**config.mk**
```make
export PLATFORM = sky130hd
export DESIGN_NAME = period_meter
export DESIGN_NICKNAME = d
export VERILOG_FILES = /design/src/rtl/period_meter.sv
export SDC_FILE = /design/constraint.sdc
export NUM_CORES = 1
export LEC_CHECK = 0
export ABC_AREA = 1
export CORE_MARGIN = 2
export CORE_UTILIZATION = 56
export DETAILED_ROUTE_END_ITERATION = 12
export GPL_TIMING_DRIVEN = 0
export PLACE_DENSITY = 0.87
export SYNTH_ARGS = -nofsm -noshare
export SYNTH_HDL_FRONTEND = slang
export SYNTH_SLANG_ARGS = --single-unit
```
**constraint.sdc**
```tcl
create_clock -name i_clk -period 2.16 [get_ports i_clk]
set_clock_uncertainty 0.1 [all_clocks]
set_input_delay 0.324 -clock i_clk [delete_from_list [all_inputs] [get_ports i_clk]]
set_output_delay 0.324 -clock i_clk [all_outputs]
set_load 0.05 [all_outputs]
```
**src/rtl/period_meter.sv**
```systemverilog
// Measures period and high time of an async input in i_clk cycles; strobe lands SYNC_STAGES+1 cycles after the edge.
// No backpressure: results hold until the next o_valid strobe, o_timeout is sticky until a valid period.
module period_meter #(
    parameter  int MAX_TICKS   = 1000000,
    parameter  int SYNC_STAGES = 2,
    localparam int W           = $clog2(MAX_TICKS + 1)
) (
    input  logic         i_clk,
    input  logic         i_rst_n,
    input  logic         i_sig,
    output logic [W-1:0] o_period,
    output logic [W-1:0] o_high,
    output logic         o_valid,
    output logic         o_timeout
);

    typedef enum logic {
        IDLE,
        MEASURE
    } state_t;

    localparam logic [W-1:0] CNT_LAST = W'(MAX_TICKS - 1);
    localparam logic [W-1:0] CNT_ONE  = W'(1);

    logic [SYNC_STAGES-1:0] sync_q;
    logic                   prev_q;
    logic                   s_sig;
    logic                   rise;
    logic                   fall;

    state_t         state_q,   state_d;
    logic [W-1:0]   cnt_q,     cnt_d;
    logic [W-1:0]   high_q,    high_d;
    logic [W-1:0]   period_q,  period_d;
    logic [W-1:0]   ohigh_q,   ohigh_d;
    logic           valid_q,   valid_d;
    logic           timeout_q, timeout_d;

    assign s_sig = sync_q[SYNC_STAGES-1];
    // Rise and fall share one synchronized bit, so they are mutually exclusive.
    assign rise  = s_sig & ~prev_q;
    assign fall  = ~s_sig & prev_q;

    always_ff @(posedge i_clk or negedge i_rst_n) begin
        if (!i_rst_n) begin
            sync_q <= '0;
            prev_q <= 1'b0;
        end else begin
            sync_q <= {sync_q[SYNC_STAGES-2:0], i_sig};
            prev_q <= s_sig;
        end
    end

    always_comb begin
        state_d   = state_q;
        cnt_d     = cnt_q;
        high_d    = high_q;
        period_d  = period_q;
        ohigh_d   = ohigh_q;
        valid_d   = 1'b0;
        timeout_d = timeout_q;
        case (state_q)
            IDLE: begin
                if (rise) begin
                    cnt_d   = '0;
                    high_d  = '0;
                    state_d = MEASURE;
                end
            end
            MEASURE: begin
                // A rise on the last count wins over the timeout: period == MAX_TICKS.
                if (rise) begin
                    period_d  = cnt_q + CNT_ONE;
                    ohigh_d   = high_q;
                    valid_d   = 1'b1;
                    timeout_d = 1'b0;
                    cnt_d     = '0;
                end else if (cnt_q == CNT_LAST) begin
                    timeout_d = 1'b1;
                    state_d   = IDLE;
                end else begin
                    cnt_d = cnt_q + CNT_ONE;
                    if (fall) begin
                        high_d = cnt_q + CNT_ONE;
                    end
                end
            end
            default: state_d = IDLE;
        endcase
    end

    always_ff @(posedge i_clk or negedge i_rst_n) begin
        if (!i_rst_n) begin
            state_q   <= IDLE;
            cnt_q     <= '0;
            high_q    <= '0;
            period_q  <= '0;
            ohigh_q   <= '0;
            valid_q   <= 1'b0;
            timeout_q <= 1'b0;
        end else begin
            state_q   <= state_d;
            cnt_q     <= cnt_d;
            high_q    <= high_d;
            period_q  <= period_d;
            ohigh_q   <= ohigh_d;
            valid_q   <= valid_d;
            timeout_q <= timeout_d;
        end
    end

    assign o_period  = period_q;
    assign o_high    = ohigh_q;
    assign o_valid   = valid_q;
    assign o_timeout = timeout_q;

endmodule

```
# --- Word-level counts from Yosys, hierarchy flattened ---
# Cells that the tools add are included.
word_totals:
  out_inout_bits: 42
  reg_bits: 86
  word_cells: 41
classes:
  bitwise: 5
  n_addsub: 1
  n_reduce_logical: 5
  n_mux: 15
  n_eq_ne: 6
ops:
  columns: ["operator", "n"]
  rows:
  - ["20-bit 2-to-1 mux", 6]
  - ["20-bit one-hot mux with 2 select lines", 2]
  - ["20-bit by 1-bit adder with 20-bit output (second input constant)", 1]
  - ["20-bit == test (second input constant)", 1]
  - ["2-bit inequality test (second input constant)", 4]
  - ["1-bit 2-to-1 mux", 6]
  - ["2-bit AND reduction", 3]
  - ["4-bit AND reduction", 1]
  - ["3-bit inequality test (second input constant)", 1]
  - ["1-bit NOT", 3]
  - ["1-bit AND", 2]
  - ["1-bit one-hot mux with 2 select lines", 1]
  - ["2-bit nonzero test", 1]

# --- Depth between registers and ports, before layout ---
# Gate-level depths: netlist of run 1.
logic_depth:
  ltp_word: 6
  mapped_depth: 10
  depth_no_buf: 10

# --- Worst setup path before layout of run 1 ---
# Ideal clock, no wire load.
synth_path:
  path_type: "reg-to-reg"
  start: "register prev_q"
  end: "register high_q[3]"
  stages_incl_launch_ff: 9
  arrival_ps: 1622
  n_path_buf: 1
  period_less_slack_ps: 1841
  path_slack_ps: 319
  cell_sequence: "dfrtp_1 -> nor2_1 -> inv_1 -> ha_1 -> a21boi_0 -> nand2_4 -> buf_8 -> nand2_1 -> o21ai_2"
synth_via:
  elab_chain_len: 4
  elab_cells_between_ends: 7
synth_lines:
  columns: ["item", "line", "source"]
  rows:
  - ["from (decl)", "26", "logic prev_q;"]
  - ["from (signal assigned)", "50", "prev_q <= s_sig;"]
  - ["1-bit NOT", "41", "assign rise = s_sig & ~prev_q;"]
  - ["1-bit AND", "41", null]
  - ["2-bit inequality test (no line)", null, null]
  - ["4-bit AND reduction (no line) *", null, null]
  - ["to (signal assigned)", "104", "high_q <= high_d;"]
  - ["to (decl)", "33", "logic [W-1:0] high_q, high_d;"]
# Every way passes the cells marked *; elsewhere a longest branch is shown, timed or not.
# A chain may end at the register's enable or synchronous reset.

# --- Worst setup path in the final report of run 1 ---
layout_path:
  start: "register cnt_q[0]"
  end: "register cnt_q[10]"
layout_via:
  elab_chain_len: 4
  elab_cells_between_ends: 7
layout_lines:
  columns: ["item", "line", "source"]
  rows:
  - ["from (decl)", "32", "logic [W-1:0] cnt_q, cnt_d;"]
  - ["from (signal assigned)", "103", "cnt_q <= cnt_d;"]
  - ["20-bit by 1-bit adder with 20-bit output", "82", "cnt_d = cnt_q + CNT_ONE;"]
  - ["20-bit 2-to-1 mux", "78", "end else if (cnt_q == CNT_LAST) begin"]
  - ["20-bit 2-to-1 mux", "72", "if (rise) begin"]
  - ["20-bit one-hot mux with 2 select lines", "62", "case (state_q)"]
# Parallel ways exist; a longest one is shown, timed or not. The select of a mux whose other input is x is not followed.

==> results of run 1 <==
[per-stage QoR]
step                utilization, %  worst slack [ns]  total power, mW  area, um^2
floorplan                        -             0.319             2.33        3970
global placement              66.3             -2.23             2.57        4530
detailed placement            66.7          -0.00768             2.60        4560
CTS                           69.9            0.0253             3.77        4770
global route                  70.0            0.0349             3.92        4780
finish                        70.0             0.157             3.75        4780
[cell type report]
class,count,share of cell area [%]
repair buffers,46,9.94
plain buffers,16,2.49
clock inverters,6,1.44
well taps,96,2.51
clock buffers,10,2.88
inverters,32,2.51
multi-input cells,340,33.2
flip-flops and latches,86,45.0
[power by group through the flow]
stage / clock network (mW) / logic (mW) / registers (mW)
finish: 1.18 / 0.732 / 1.84
floorplan: 0 / 0.239 / 2.09
CTS: 1.19 / 0.738 / 1.84
detailed placement: 0 / 0.733 / 1.87
global route: 1.27 / 0.790 / 1.86
global placement: 0 / 0.709 / 1.86
[layer usage]
metal,GRT usage [%],vias to the layer above,wire length (um)
li1,-,1601,-
met1,37.1,1533,4380
met2,43.6,98,4540
met3,6.34,18,410
met4,7.16,0,124
met5,0,-,0
[Yosys cell counts, types with 2 or more instances]
library cell / n
sky130_fd_sc_hd__buf_6: 2
sky130_fd_sc_hd__ha_1: 4
sky130_fd_sc_hd__a21oi_1: 2
sky130_fd_sc_hd__inv_2: 4
sky130_fd_sc_hd__nor2_4: 3
sky130_fd_sc_hd__buf_4: 3
sky130_fd_sc_hd__clkbuf_1: 7
sky130_fd_sc_hd__o21ai_2: 13
sky130_fd_sc_hd__xor2_1: 3
sky130_fd_sc_hd__dfrtp_1: 86
sky130_fd_sc_hd__nand2_2: 3
sky130_fd_sc_hd__xnor2_1: 2
sky130_fd_sc_hd__nand3_1: 19
sky130_fd_sc_hd__o21ai_0: 18
sky130_fd_sc_hd__nor2_1: 34
sky130_fd_sc_hd__o21ai_1: 12
sky130_fd_sc_hd__nand3_2: 5
sky130_fd_sc_hd__o21bai_1: 2
sky130_fd_sc_hd__inv_1: 28
sky130_fd_sc_hd__a31oi_1: 2
sky130_fd_sc_hd__nand4_1: 5
sky130_fd_sc_hd__nand2_1: 204
sky130_fd_sc_hd__nor2_2: 4
[cells in the final DEF, fill, tap and decap left out, types with 5 or more instances in the layout]
cell type | Yosys | final
sky130_fd_sc_hd__nand4_1 | 5 | 5
sky130_fd_sc_hd__o21ai_1 | 12 | 12
sky130_fd_sc_hd__inv_1 | 28 | 28
sky130_fd_sc_hd__nand2_1 | 204 | 204
sky130_fd_sc_hd__dfrtp_1 | 86 | 86
sky130_fd_sc_hd__nand3_2 | 5 | 5
sky130_fd_sc_hd__o21ai_2 | 13 | 13
sky130_fd_sc_hd__nand3_1 | 19 | 19
sky130_fd_sc_hd__nor2_2 | 4 | 6
sky130_fd_sc_hd__o21ai_0 | 18 | 18
sky130_fd_sc_hd__nor2_1 | 34 | 32
sky130_fd_sc_hd__clkbuf_1 | 7 | 5
sky130_fd_sc_hd__clkbuf_8 | 0 | 10
sky130_fd_sc_hd__clkdlybuf4s50_1 | 0 | 43
[cell families after synthesis]
group	after synthesis	share of synthesized area (%)
and+or+nand+nor	279	29.3
DFF	86	54.2
AOI/OAI and AO/OA	52	8.19
buffers and inverters	48	5.92
xor gates and xnor gates	5	1.10
adders and majority gates	4	1.26
[path summary, 6_finish.rpt]
| path | cells after the start | to | slack (ns) |
|---|---|---|---|
| setup / recovery | 7 | cnt_q[10] | 0.16 |
| hold / removal | 0 | sync_q[1] | 0.27 |
| setup reg to reg | 7 | cnt_q[10] | 0.16 |
| hold reg to reg | 0 | sync_q[1] | 0.27 |
| max in group asynchronous | 3 | o_high[11] | 1.00 |
| min in group asynchronous | 2 | high_q[7] | 0.34 |
[sequential cells by signal, indices dropped and copies added, names as in the netlist]
signal and count:
cnt_q 20, high_q 20, o_high 20, o_period 20, sync_q 2, o_timeout 1
o_valid 1, prev_q 1, state_q 1
[what timing repair did]
action	CTS	global route
setup endpoints to repair	4	60
resized for setup	1	7
hold endpoints to repair	35	0
hold buffers	1	0
==> impl_metrics.xml, run 1 <==
<?xml version="1.0" encoding="UTF-8"?>
<metrics>
  <group name="clock_tree">
    <metric name="clk_path_buf_depth" unit="">2</metric>
    <metric name="clock-root-buffer" unit="">sky130_fd_sc_hd__clkbuf_8</metric>
    <metric name="tritoncts_clock_tree" unit="">done</metric>
    <metric name="worst_setup_hold_path_clk_slew" unit="ns">0.09</metric>
    <metric name="tritoncts.num_buffers" unit="">9</metric>
    <metric name="later_pin_clock_latency_in_the_skew_report" unit="ns">0.37</metric>
    <metric name="clock_tree.htree_level_count" unit="">3</metric>
    <metric name="cts_post_setup_buffers_inserted" unit="">0</metric>
    <metric name="tritoncts_num_sinks" unit="">86</metric>
  </group>
  <group name="timing">
    <metric name="whs" unit="ns">0.268</metric>
    <metric name="final.setup.tns" unit="ns">0</metric>
    <metric name="worst_pin_slew" unit="ns">0.517</metric>
    <metric name="unrepaired_setup_endpoints_after_global_routing" unit="">no</metric>
    <metric name="slew_headroom" unit="%">65.4</metric>
    <metric name="period_minus_slack" unit="ns">2.00</metric>
    <metric name="finalHoldViolCount" unit="">0</metric>
    <metric name="total_count_of_max_transition_violations_in_the_final_report" unit="">0</metric>
    <metric name="layout_worst_path_cycle_share" unit="%">92.7</metric>
    <metric name="achievable-frequency" unit="GHz">0.499</metric>
    <metric name="final_setup_violations" unit="">0</metric>
  </group>
  <group name="detailed_routing">
    <metric name="ant_nets" unit="">0</metric>
    <metric name="post-route-drc-count" unit="">0</metric>
    <metric name="wl" unit="um">9450</metric>
    <metric name="viasPerCell" unit="">5.14</metric>
    <metric name="detail_route.iter0.violations" unit="">288</metric>
    <metric name="detail_route.wl_per_cell" unit="um">15.0</metric>
    <metric name="route.vias.total" unit="">3250</metric>
    <metric name="dr.pass1.iters" unit="">5</metric>
  </group>
  <group name="worst_setup_path">
    <metric name="worst-path-buf-inv" unit="">1</metric>
    <metric name="critical_path.cell_chain" unit="">ha_1, nand3_1, nor2_1, nand4_1, nand3_2, buf_2, o21ai_0</metric>
    <metric name="critPathKind" unit="">register to register</metric>
    <metric name="worstPathArrival" unit="ns">2.15</metric>
    <metric name="regToRegStartpoint" unit="">cnt_q[0]</metric>
    <metric name="worstPathMaxFanout" unit="">10</metric>
    <metric name="critPathTopFamily" unit="">simple AND/OR/NAND/NOR gates</metric>
    <metric name="worst-endpoint-required" unit="ns">2.31</metric>
    <metric name="worst_setup_path_startpoint" unit="">cnt_q[0]</metric>
    <metric name="crit_slowest_cell" unit="">sky130_fd_sc_hd__dfrtp_1</metric>
    <metric name="critPathMaxStageDelay" unit="ns">0.46</metric>
    <metric name="critical_path.endpoint_type" unit="">register</metric>
    <metric name="cp-start-kind" unit="">register</metric>
  </group>
  <group name="grt">
    <metric name="track_usage" unit="%">27.0</metric>
    <metric name="grt_max_degree" unit="">52</metric>
    <metric name="grt_overflow_total" unit="">0</metric>
    <metric name="antenna_found_initial" unit="">0</metric>
    <metric name="grt_pass1_vias" unit="">3191</metric>
    <metric name="grt_first_pass_wirelength" unit="um">15800</metric>
  </group>
  <group name="pwr">
    <metric name="power.ir.vdd_worst" unit="mV">0.392</metric>
    <metric name="swShare" unit="%">32.3</metric>
    <metric name="share_comb_of_total_power" unit="%">19.5</metric>
    <metric name="cellPowerDensity" unit="nW/um^2">785</metric>
    <metric name="p_leak" unit="nW">2.25</metric>
    <metric name="net-switching-power" unit="mW">1.21</metric>
    <metric name="p_int" unit="mW">2.54</metric>
    <metric name="clockPowerShare" unit="%">31.5</metric>
    <metric name="power_frac_seq" unit="%">49.0</metric>
  </group>
  <group name="synth">
    <metric name="synth.yosys.seq_area_share" unit="%">54.2</metric>
    <metric name="yosysTopAreaCell" unit="">sky130_fd_sc_hd__dfrtp_1</metric>
    <metric name="synthesis.yosys.warnings" unit="">0</metric>
    <metric name="synth_area_leaders" unit="">sky130_fd_sc_hd__dfrtp_1 (54%), sky130_fd_sc_hd__nand2_1 (19%), sky130_fd_sc_hd__nor2_1 (3.2%)</metric>
    <metric name="synth_area_per_cell" unit="um^2">8.38</metric>
    <metric name="synth-edff-count" unit="">0</metric>
    <metric name="synth.distinct_cells" unit="">32</metric>
    <metric name="synth_top_area_share" unit="%">54.2</metric>
    <metric name="synth-async-reset-ratio" unit="%">100</metric>
    <metric name="syn-num-nets" unit="">481</metric>
    <metric name="synth_ff_type" unit="">sky130_fd_sc_hd__dfrtp_1</metric>
    <metric name="syn_inst" unit="">474</metric>
    <metric name="post_synthesis_register_bit_count" unit="">86</metric>
    <metric name="synth_area" unit="um^2">3970</metric>
  </group>
  <group name="cells_and_area">
    <metric name="fillers" unit="">563</metric>
    <metric name="antenna_cells_inserted" unit="">0</metric>
    <metric name="nNetsFinal" unit="">538</metric>
    <metric name="layout-area-overhead-vs-synth" unit="%">20.4</metric>
    <metric name="final_layout_size_suffix_gt1_share" unit="%">12.1</metric>
    <metric name="final-instance-count-excl-fill" unit="">632</metric>
    <metric name="multi_input_area" unit="um^2">1590</metric>
    <metric name="final-seq-area" unit="um^2">2150</metric>
  </group>
  <group name="die">
    <metric name="core" unit="um^2">6830</metric>
    <metric name="die-area" unit="um^2">7780</metric>
    <metric name="boundaryPins" unit="">45</metric>
    <metric name="die_h" unit="um">88.2</metric>
    <metric name="floorplan.rows" unit="">30</metric>
    <metric name="starting_utilization_of_the_core_area" unit="%">58.1</metric>
    <metric name="die_x" unit="um">88.2</metric>
  </group>
  <group name="run_status">
    <metric name="status" unit="">complete, no violations</metric>
  </group>
  <group name="placed_design">
    <metric name="routabilityCongestion" unit="">0.947</metric>
    <metric name="place.detailed.instances" unit="">615</metric>
    <metric name="total_half_perimeter_wirelength_after_legalization_and_detailed_placement" unit="um">7030</metric>
    <metric name="io_buffers" unit="">44</metric>
  </group>
  <group name="job">
    <metric name="max-cap-violations" unit="">0</metric>
  </group>
  <group name="worst_hold_path">
    <metric name="hp-start" unit="">sync_q[0]</metric>
    <metric name="hold_path.class" unit="">register to register</metric>
  </group>
</metrics>
Power figures use the tool's default switching activity.
==> inputs of run 2 (changes only) <==
- CORE_UTILIZATION: 56 -> 60
- PLACE_DENSITY: 0.87 -> 0.91
- clock period: 2.16 -> 2.4 ns (I/O delays scaled with it)
==> run 2 against run 1 <==
Net effect:
- sequential cell count unchanged
- clock power is 14% lower
- final cell count decreased by 3.0%
- power shrank 11%
- fmax decreased by 11%
- global-route usage rose by 1.8 points
- worst hold slack better by 0.0022 ns
==> impl_metrics.xml, run 2 (synthesized netlist as in run 1, its figures left out) <==
<?xml version="1.0" encoding="UTF-8"?>
<metrics>
  <group name="die">
    <metric name="boundaryPins" unit="">45</metric>
    <metric name="die-area" unit="um^2">7290</metric>
    <metric name="starting_utilization_of_the_core_area" unit="%">62.2</metric>
    <metric name="floorplan.rows" unit="">29</metric>
    <metric name="die_h" unit="um">85.4</metric>
    <metric name="core" unit="um^2">6390</metric>
    <metric name="die_x" unit="um">85.4</metric>
  </group>
  <group name="detailed_routing">
    <metric name="post-route-drc-count" unit="">0</metric>
    <metric name="route.vias.total" unit="">3298</metric>
    <metric name="ant_nets" unit="">0</metric>
    <metric name="dr.pass1.iters" unit="">7</metric>
    <metric name="detailroute.wirelength.met2" unit="um">4680</metric>
    <metric name="wirelength_met1" unit="um">4550</metric>
    <metric name="routed.top_layer" unit="">met4</metric>
    <metric name="detail_route.wl_per_cell" unit="um">15.9</metric>
    <metric name="wl_met3" unit="um">416</metric>
    <metric name="wl" unit="um">9770</metric>
    <metric name="viasPerCell" unit="">5.38</metric>
    <metric name="detail_route.iter0.violations" unit="">313</metric>
  </group>
  <group name="timing">
    <metric name="layout_worst_path_cycle_share" unit="%">93.4</metric>
    <metric name="final_setup_violations" unit="">0</metric>
    <metric name="total_count_of_max_transition_violations_in_the_final_report" unit="">0</metric>
    <metric name="period_minus_slack" unit="ns">2.24</metric>
    <metric name="worst_pin_slew" unit="ns">0.681</metric>
    <metric name="post-route-worst-setup-slack" unit="ns">0.158</metric>
    <metric name="finalHoldViolCount" unit="">0</metric>
    <metric name="final.setup.tns" unit="ns">0</metric>
    <metric name="slew_headroom" unit="%">54.6</metric>
    <metric name="whs" unit="ns">0.270</metric>
    <metric name="unrepaired_setup_endpoints_after_global_routing" unit="">no</metric>
    <metric name="achievable-frequency" unit="GHz">0.446</metric>
  </group>
  <group name="clock_tree">
    <metric name="clk_path_buf_depth" unit="">2</metric>
    <metric name="later_pin_clock_latency_in_the_skew_report" unit="ns">0.35</metric>
    <metric name="clock-root-buffer" unit="">sky130_fd_sc_hd__clkbuf_8</metric>
    <metric name="tritoncts_clock_tree" unit="">done</metric>
    <metric name="tritoncts_num_sinks" unit="">86</metric>
    <metric name="clock_tree.htree_level_count" unit="">3</metric>
    <metric name="tritoncts.num_buffers" unit="">9</metric>
    <metric name="worst_setup_hold_path_clk_slew" unit="ns">0.09</metric>
  </group>
  <group name="run_status">
    <metric name="status" unit="">complete, no violations</metric>
  </group>
  <group name="grt">
    <metric name="grt_pass1_vias" unit="">3201</metric>
    <metric name="antenna_found_initial" unit="">0</metric>
    <metric name="grt_first_pass_wirelength" unit="um">16100</metric>
    <metric name="track_usage" unit="%">28.8</metric>
    <metric name="grt_max_degree" unit="">56</metric>
    <metric name="grt_overflow_total" unit="">0</metric>
  </group>
  <group name="placed_design">
    <metric name="preCtsSetupSlack" unit="ns">0.194</metric>
    <metric name="io_buffers" unit="">44</metric>
    <metric name="total_half_perimeter_wirelength_after_legalization_and_detailed_placement" unit="um">7230</metric>
    <metric name="routabilityCongestion" unit="">0.890</metric>
    <metric name="place.detailed.instances" unit="">596</metric>
    <metric name="dpl_cell_area" unit="um^2">4530</metric>
  </group>
  <group name="worst_setup_path">
    <metric name="critPathKind" unit="">register to register</metric>
    <metric name="worst-endpoint-required" unit="ns">2.59</metric>
    <metric name="reg2reg_to" unit="">o_high[0]</metric>
    <metric name="r2r.worst_path.cells" unit="">7</metric>
    <metric name="worstPathArrival" unit="ns">2.43</metric>
    <metric name="worstPathMaxFanout" unit="">10</metric>
    <metric name="register_to_register_setup_slack" unit="ns">0.16</metric>
    <metric name="regToRegStartpoint" unit="">sync_q[1]</metric>
    <metric name="critical_path.endpoint_type" unit="">register</metric>
    <metric name="cp-start-kind" unit="">register</metric>
  </group>
  <group name="worst_hold_path">
    <metric name="hold_path_end" unit="">sync_q[1]</metric>
    <metric name="hold_path.class" unit="">register to register</metric>
    <metric name="holdPathStages" unit="">0</metric>
    <metric name="hp-start" unit="">sync_q[0]</metric>
  </group>
  <group name="cells_and_area">
    <metric name="antenna_cells_inserted" unit="">0</metric>
    <metric name="final_common_cell" unit="">sky130_fd_sc_hd__nand2_1</metric>
    <metric name="final-instance-count-excl-fill" unit="">613</metric>
    <metric name="layout-area-overhead-vs-synth" unit="%">19.3</metric>
    <metric name="highest_count_cells_in_the_layout_ignoring_fill_and_taps" unit="">sky130_fd_sc_hd__nand2_1 (204), sky130_fd_sc_hd__dfrtp_1 (86), sky130_fd_sc_hd__clkdlybuf4s50_1 (43)</metric>
    <metric name="finish.utilization" unit="%">74.2</metric>
    <metric name="fillers" unit="">505</metric>
    <metric name="final_layout_size_suffix_gt1_share" unit="%">11.2</metric>
    <metric name="final_area" unit="um^2">4740</metric>
    <metric name="nNetsFinal" unit="">538</metric>
  </group>
  <group name="job">
    <metric name="max-cap-violations" unit="">0</metric>
  </group>
  <group name="pwr">
    <metric name="report.power.total" unit="mW">3.34</metric>
    <metric name="p_leak" unit="nW">2.23</metric>
    <metric name="cellPowerDensity" unit="nW/um^2">705</metric>
    <metric name="power.ir.vdd_worst" unit="mV">0.677</metric>
  </group>
</metrics>
==> run 2: changes by cell type in the layout (fill, tap and decap cells not counted), sizes merged <==
| cell | change |
|---|---|
| clkinvlp | +1 |
| buf | -1 |
| clkbuf | +1 |
| clkinv | -1 |
==> run 2: worst max path at each step <==
stage / endpoint / cells past startpoint / from / slack [ns]
2_1_floorplan: high_q[3] / 8 / prev_q / 0.56
3_3_place_gp: o_high[1] / 1 / i_rst_n / -2.00
4_1_cts: o_period[15] / 7 / sync_q[1] / 0.14
5_1_grt: o_high[0] / 7 / sync_q[1] / 0.01
6_report: o_high[0] / 7 / sync_q[1] / 0.16
3_5_place_dp: o_period[3] / 7 / sync_q[1] / 0.19
==> run 2: metal layers <==
| metal | vias up | global-route usage, % |
|---|---|---|
| met5 | - | 0 |
| met2 | 126 | 45.5 |
| met1 | 1551 | 41.0 |
| li1 | 1609 | - |
| met4 | 0 | 9.24 |
| met3 | 12 | 5.06 |
==> run 2: power breakdown <==
part,leakage [nW],internal (mW),switching [mW]
Combinational,0.975,0.202,0.463
Clock,0.0933,0.488,0.530
Sequential,1.17,1.57,0.0910
==> run 2: cell type report <==
type	count	area, um^2	share of cell area (%)
Buffer	16	116	2.46
Multi-Input combinational cell	340	1580	33.4
Timing Repair Buffer	46	475	10.0
Clock inverter	6	67.6	1.43
Clock buffer	10	128	2.69
Sequential cell	86	2150	45.4
Tap cell	77	96.3	2.03
Inverter	32	120	2.53
==> run 2: what timing repair did <==
item / 4_1_cts / 5_1_grt
setup buffers: 0 / 0
endpoints found under the hold margin: 31 / 0
setup endpoints to repair: 0 / 3
hold buffers: 1 / 0
gates resized for setup: 0 / 1
==> run 2: worst max-delay path, cell delays in order, from the launching register on <==
cell and delay, ns:
sky130_fd_sc_hd__dfrtp_1 0.36, sky130_fd_sc_hd__inv_1 0.06, sky130_fd_sc_hd__nor2_1 0.24, sky130_fd_sc_hd__ha_1 0.23, sky130_fd_sc_hd__clkbuf_1 0.33, sky130_fd_sc_hd__clkbuf_1 0.58
sky130_fd_sc_hd__nand2_1 0.15, sky130_fd_sc_hd__nand2_1 0.13
==> inputs of run 3 (changes only) <==
- CORE_ASPECT_RATIO: not set -> 0.8
- CORE_UTILIZATION: 60 -> 62
- CTS_BUF_LIST: not set -> sky130_fd_sc_hd__clkbuf_4
- PLACE_DENSITY: 0.91 -> 0.94
- TNS_END_PERCENT: not set -> 20
==> run 3 against run 2 <==
Net effect:
- critical path depth stayed put
- register-to-register slack improved by 0.05 ns
- sequential power hardly changed
- setup slack improved by 0.046 ns
- fmax increased by 2.1%
- first-iteration DRC count shrank 20%
- critical path type unchanged
- largest power group unchanged
==> impl_metrics.xml, run 3 (synthesized netlist as in run 1, its figures left out) <==
<?xml version="1.0" encoding="UTF-8"?>
<metrics>
  <group name="run_status">
    <metric name="status" unit="">complete, no violations</metric>
  </group>
  <group name="grt">
    <metric name="grt_pass1_vias" unit="">3183</metric>
    <metric name="grt_max_degree" unit="">54</metric>
    <metric name="grt_first_pass_wirelength" unit="um">15700</metric>
    <metric name="antenna_found_initial" unit="">1</metric>
    <metric name="track_usage" unit="%">30.1</metric>
    <metric name="grt_overflow_total" unit="">0</metric>
  </group>
  <group name="cells_and_area">
    <metric name="final_common_cell" unit="">sky130_fd_sc_hd__nand2_1</metric>
    <metric name="final_layout_size_suffix_gt1_share" unit="%">11.4</metric>
    <metric name="final-instance-count-excl-fill" unit="">621</metric>
    <metric name="finish.utilization" unit="%">74.5</metric>
    <metric name="final_area" unit="um^2">4680</metric>
    <metric name="layout-area-overhead-vs-synth" unit="%">17.7</metric>
    <metric name="nNetsFinal" unit="">538</metric>
    <metric name="fillers" unit="">468</metric>
    <metric name="highest_count_cells_in_the_layout_ignoring_fill_and_taps" unit="">sky130_fd_sc_hd__nand2_1 (204), sky130_fd_sc_hd__dfrtp_1 (86), sky130_fd_sc_hd__clkdlybuf4s50_1 (43)</metric>
  </group>
  <group name="placed_design">
    <metric name="routabilityCongestion" unit="">0.894</metric>
    <metric name="place.detailed.instances" unit="">603</metric>
    <metric name="dpl_cell_area" unit="um^2">4540</metric>
    <metric name="total_half_perimeter_wirelength_after_legalization_and_detailed_placement" unit="um">7400</metric>
    <metric name="io_buffers" unit="">44</metric>
  </group>
  <group name="pwr">
    <metric name="power.ir.vdd_worst" unit="mV">0.504</metric>
    <metric name="cellPowerDensity" unit="nW/um^2">650</metric>
    <metric name="p_leak" unit="nW">2.20</metric>
  </group>
  <group name="worst_setup_path">
    <metric name="worst-endpoint-required" unit="ns">2.63</metric>
    <metric name="regToRegStartpoint" unit="">prev_q</metric>
    <metric name="crit_slowest_cell" unit="">sky130_fd_sc_hd__dfrtp_1</metric>
    <metric name="reg2reg_to" unit="">o_period[17]</metric>
    <metric name="critPathMaxStageDelay" unit="ns">0.41</metric>
    <metric name="worst-path-buf-inv" unit="">3</metric>
    <metric name="worstPathMaxFanout" unit="">10</metric>
    <metric name="critical_path.endpoint_type" unit="">register</metric>
    <metric name="cp-start-kind" unit="">register</metric>
    <metric name="critPathTopFamily" unit="">buffers and inverters</metric>
    <metric name="r2r.worst_path.cells" unit="">7</metric>
    <metric name="critical_path.cell_chain" unit="">nor2_1, ha_1, clkbuf_1, inv_2, clkbuf_1, nand2_1, nand2_1</metric>
    <metric name="critPathKind" unit="">register to register</metric>
    <metric name="register_to_register_setup_slack" unit="ns">0.20</metric>
    <metric name="worstPathArrival" unit="ns">2.43</metric>
  </group>
  <group name="timing">
    <metric name="worst_pin_slew" unit="ns">0.544</metric>
    <metric name="final.setup.tns" unit="ns">0</metric>
    <metric name="slew_headroom" unit="%">63.8</metric>
    <metric name="whs" unit="ns">0.272</metric>
    <metric name="achievable-frequency" unit="GHz">0.455</metric>
    <metric name="final_setup_violations" unit="">0</metric>
    <metric name="total_count_of_max_transition_violations_in_the_final_report" unit="">0</metric>
    <metric name="layout_worst_path_cycle_share" unit="%">91.5</metric>
    <metric name="unrepaired_setup_endpoints_after_global_routing" unit="">no</metric>
    <metric name="period_minus_slack" unit="ns">2.20</metric>
    <metric name="finalHoldViolCount" unit="">0</metric>
  </group>
  <group name="detailed_routing">
    <metric name="routed.top_layer" unit="">met4</metric>
    <metric name="wl" unit="um">9840</metric>
    <metric name="viasPerCell" unit="">5.38</metric>
    <metric name="detail_route.wl_per_cell" unit="um">15.9</metric>
    <metric name="wl_met3" unit="um">597</metric>
    <metric name="post-route-drc-count" unit="">0</metric>
    <metric name="detail_route.iter0.violations" unit="">249</metric>
    <metric name="route.vias.total" unit="">3343</metric>
    <metric name="wirelength_met1" unit="um">4370</metric>
    <metric name="dr.pass1.iters" unit="">6</metric>
    <metric name="ant_nets" unit="">0</metric>
    <metric name="detailroute.wirelength.met2" unit="um">4690</metric>
  </group>
  <group name="clock_tree">
    <metric name="clock-root-buffer" unit="">sky130_fd_sc_hd__clkbuf_4</metric>
    <metric name="clock_tree.htree_level_count" unit="">3</metric>
    <metric name="tritoncts_clock_tree" unit="">done</metric>
    <metric name="tritoncts.num_buffers" unit="">9</metric>
    <metric name="worst_setup_hold_path_clk_slew" unit="ns">0.13</metric>
    <metric name="later_pin_clock_latency_in_the_skew_report" unit="ns">0.43</metric>
    <metric name="clk_path_buf_depth" unit="">2</metric>
    <metric name="tritoncts_num_sinks" unit="">86</metric>
    <metric name="cts_post_setup_buffers_inserted" unit="">0</metric>
  </group>
  <group name="die">
    <metric name="die_h" unit="um">75.6</metric>
    <metric name="boundaryPins" unit="">45</metric>
    <metric name="die_x" unit="um">93.5</metric>
    <metric name="core" unit="um^2">6280</metric>
    <metric name="starting_utilization_of_the_core_area" unit="%">63.3</metric>
    <metric name="die-area" unit="um^2">7070</metric>
    <metric name="floorplan.rows" unit="">26</metric>
  </group>
  <group name="worst_hold_path">
    <metric name="hold_path.class" unit="">primary input to register</metric>
    <metric name="hold_path_end" unit="">sync_q[0]</metric>
    <metric name="hp-start" unit="">i_sig</metric>
    <metric name="holdPathStages" unit="">1</metric>
  </group>
  <group name="job">
    <metric name="max-cap-violations" unit="">0</metric>
  </group>
</metrics>
## run 3: changes by cell type in the layout (fill, tap and decap cells not counted), sizes merged
cell / previous run / this run
clkinvlp: 2 / 3
diode: 0 / 1
bufinv: 1 / 0
## run 3: how the worst max path moves through the flow
stage                     slack [ns]  cells after the start      start           end
after floorplan                 0.56                      8     prev_q     high_q[3]
after CTS                       0.18                      6     prev_q  o_period[15]
after global placement         -2.00                      1    i_rst_n  o_period[12]
final                           0.20                      7     prev_q  o_period[17]
after global routing            0.05                      7  sync_q[1]   o_period[0]
after detailed placement        0.19                      6     prev_q  o_period[15]
## run 3: metal layers
metal	up-vias	GRT usage [%]
li1	1601	-
met5	-	0
met1	1582	41.0
met4	0	11.1
met3	25	6.73
met2	135	48.4
## run 3: report_power, final
group / internal [mW] / switching [mW]
Clock: 0.229 / 0.501
Combinational: 0.203 / 0.456
Sequential: 1.57 / 0.0837
Total: 2.00 / 1.04
## run 3: cell type report
cell class / count / area, um^2 / share of cell area, %
Sequential cell: 86 / 2150 / 46.0
Multi-Input combinational cell: 340 / 1580 / 33.9
Timing Repair Buffer: 46 / 475 / 10.2
Inverter: 32 / 120 / 2.57
Buffer: 16 / 116 / 2.49
Tap cell: 84 / 105 / 2.25
Clock buffer: 10 / 75.1 / 1.61
Clock inverter: 6 / 45.0 / 0.963
Antenna cell: 1 / 2.50 / 0.0535
## run 3: worst reg2reg max path, stage by stage, from the launching register on
cell                       delay, ns
sky130_fd_sc_hd__dfrtp_1        0.41
sky130_fd_sc_hd__nor2_1         0.26
sky130_fd_sc_hd__ha_1           0.24
sky130_fd_sc_hd__clkbuf_1       0.37
sky130_fd_sc_hd__inv_2          0.20
sky130_fd_sc_hd__clkbuf_1       0.31
sky130_fd_sc_hd__nand2_1        0.15
sky130_fd_sc_hd__nand2_1        0.07
## run 3: through the flow
step	setup slack [ns]	power, mW
after detailed placement	0.192	2.34
after floorplan	0.559	2.09
after CTS	0.179	3.06
final	0.204	3.04
after global routing	0.0497	3.18
after global placement	-2.00	2.31
## run 3: repair_timing
| action | 4_1_cts | 5_1_grt |
|---|---|---|
| setup endpoints to repair | 0 | 1 |
| resized for setup | 0 | 1 |
| endpoints found under the hold margin | 33 | 0 |
| hold buffers | 1 | 0 |
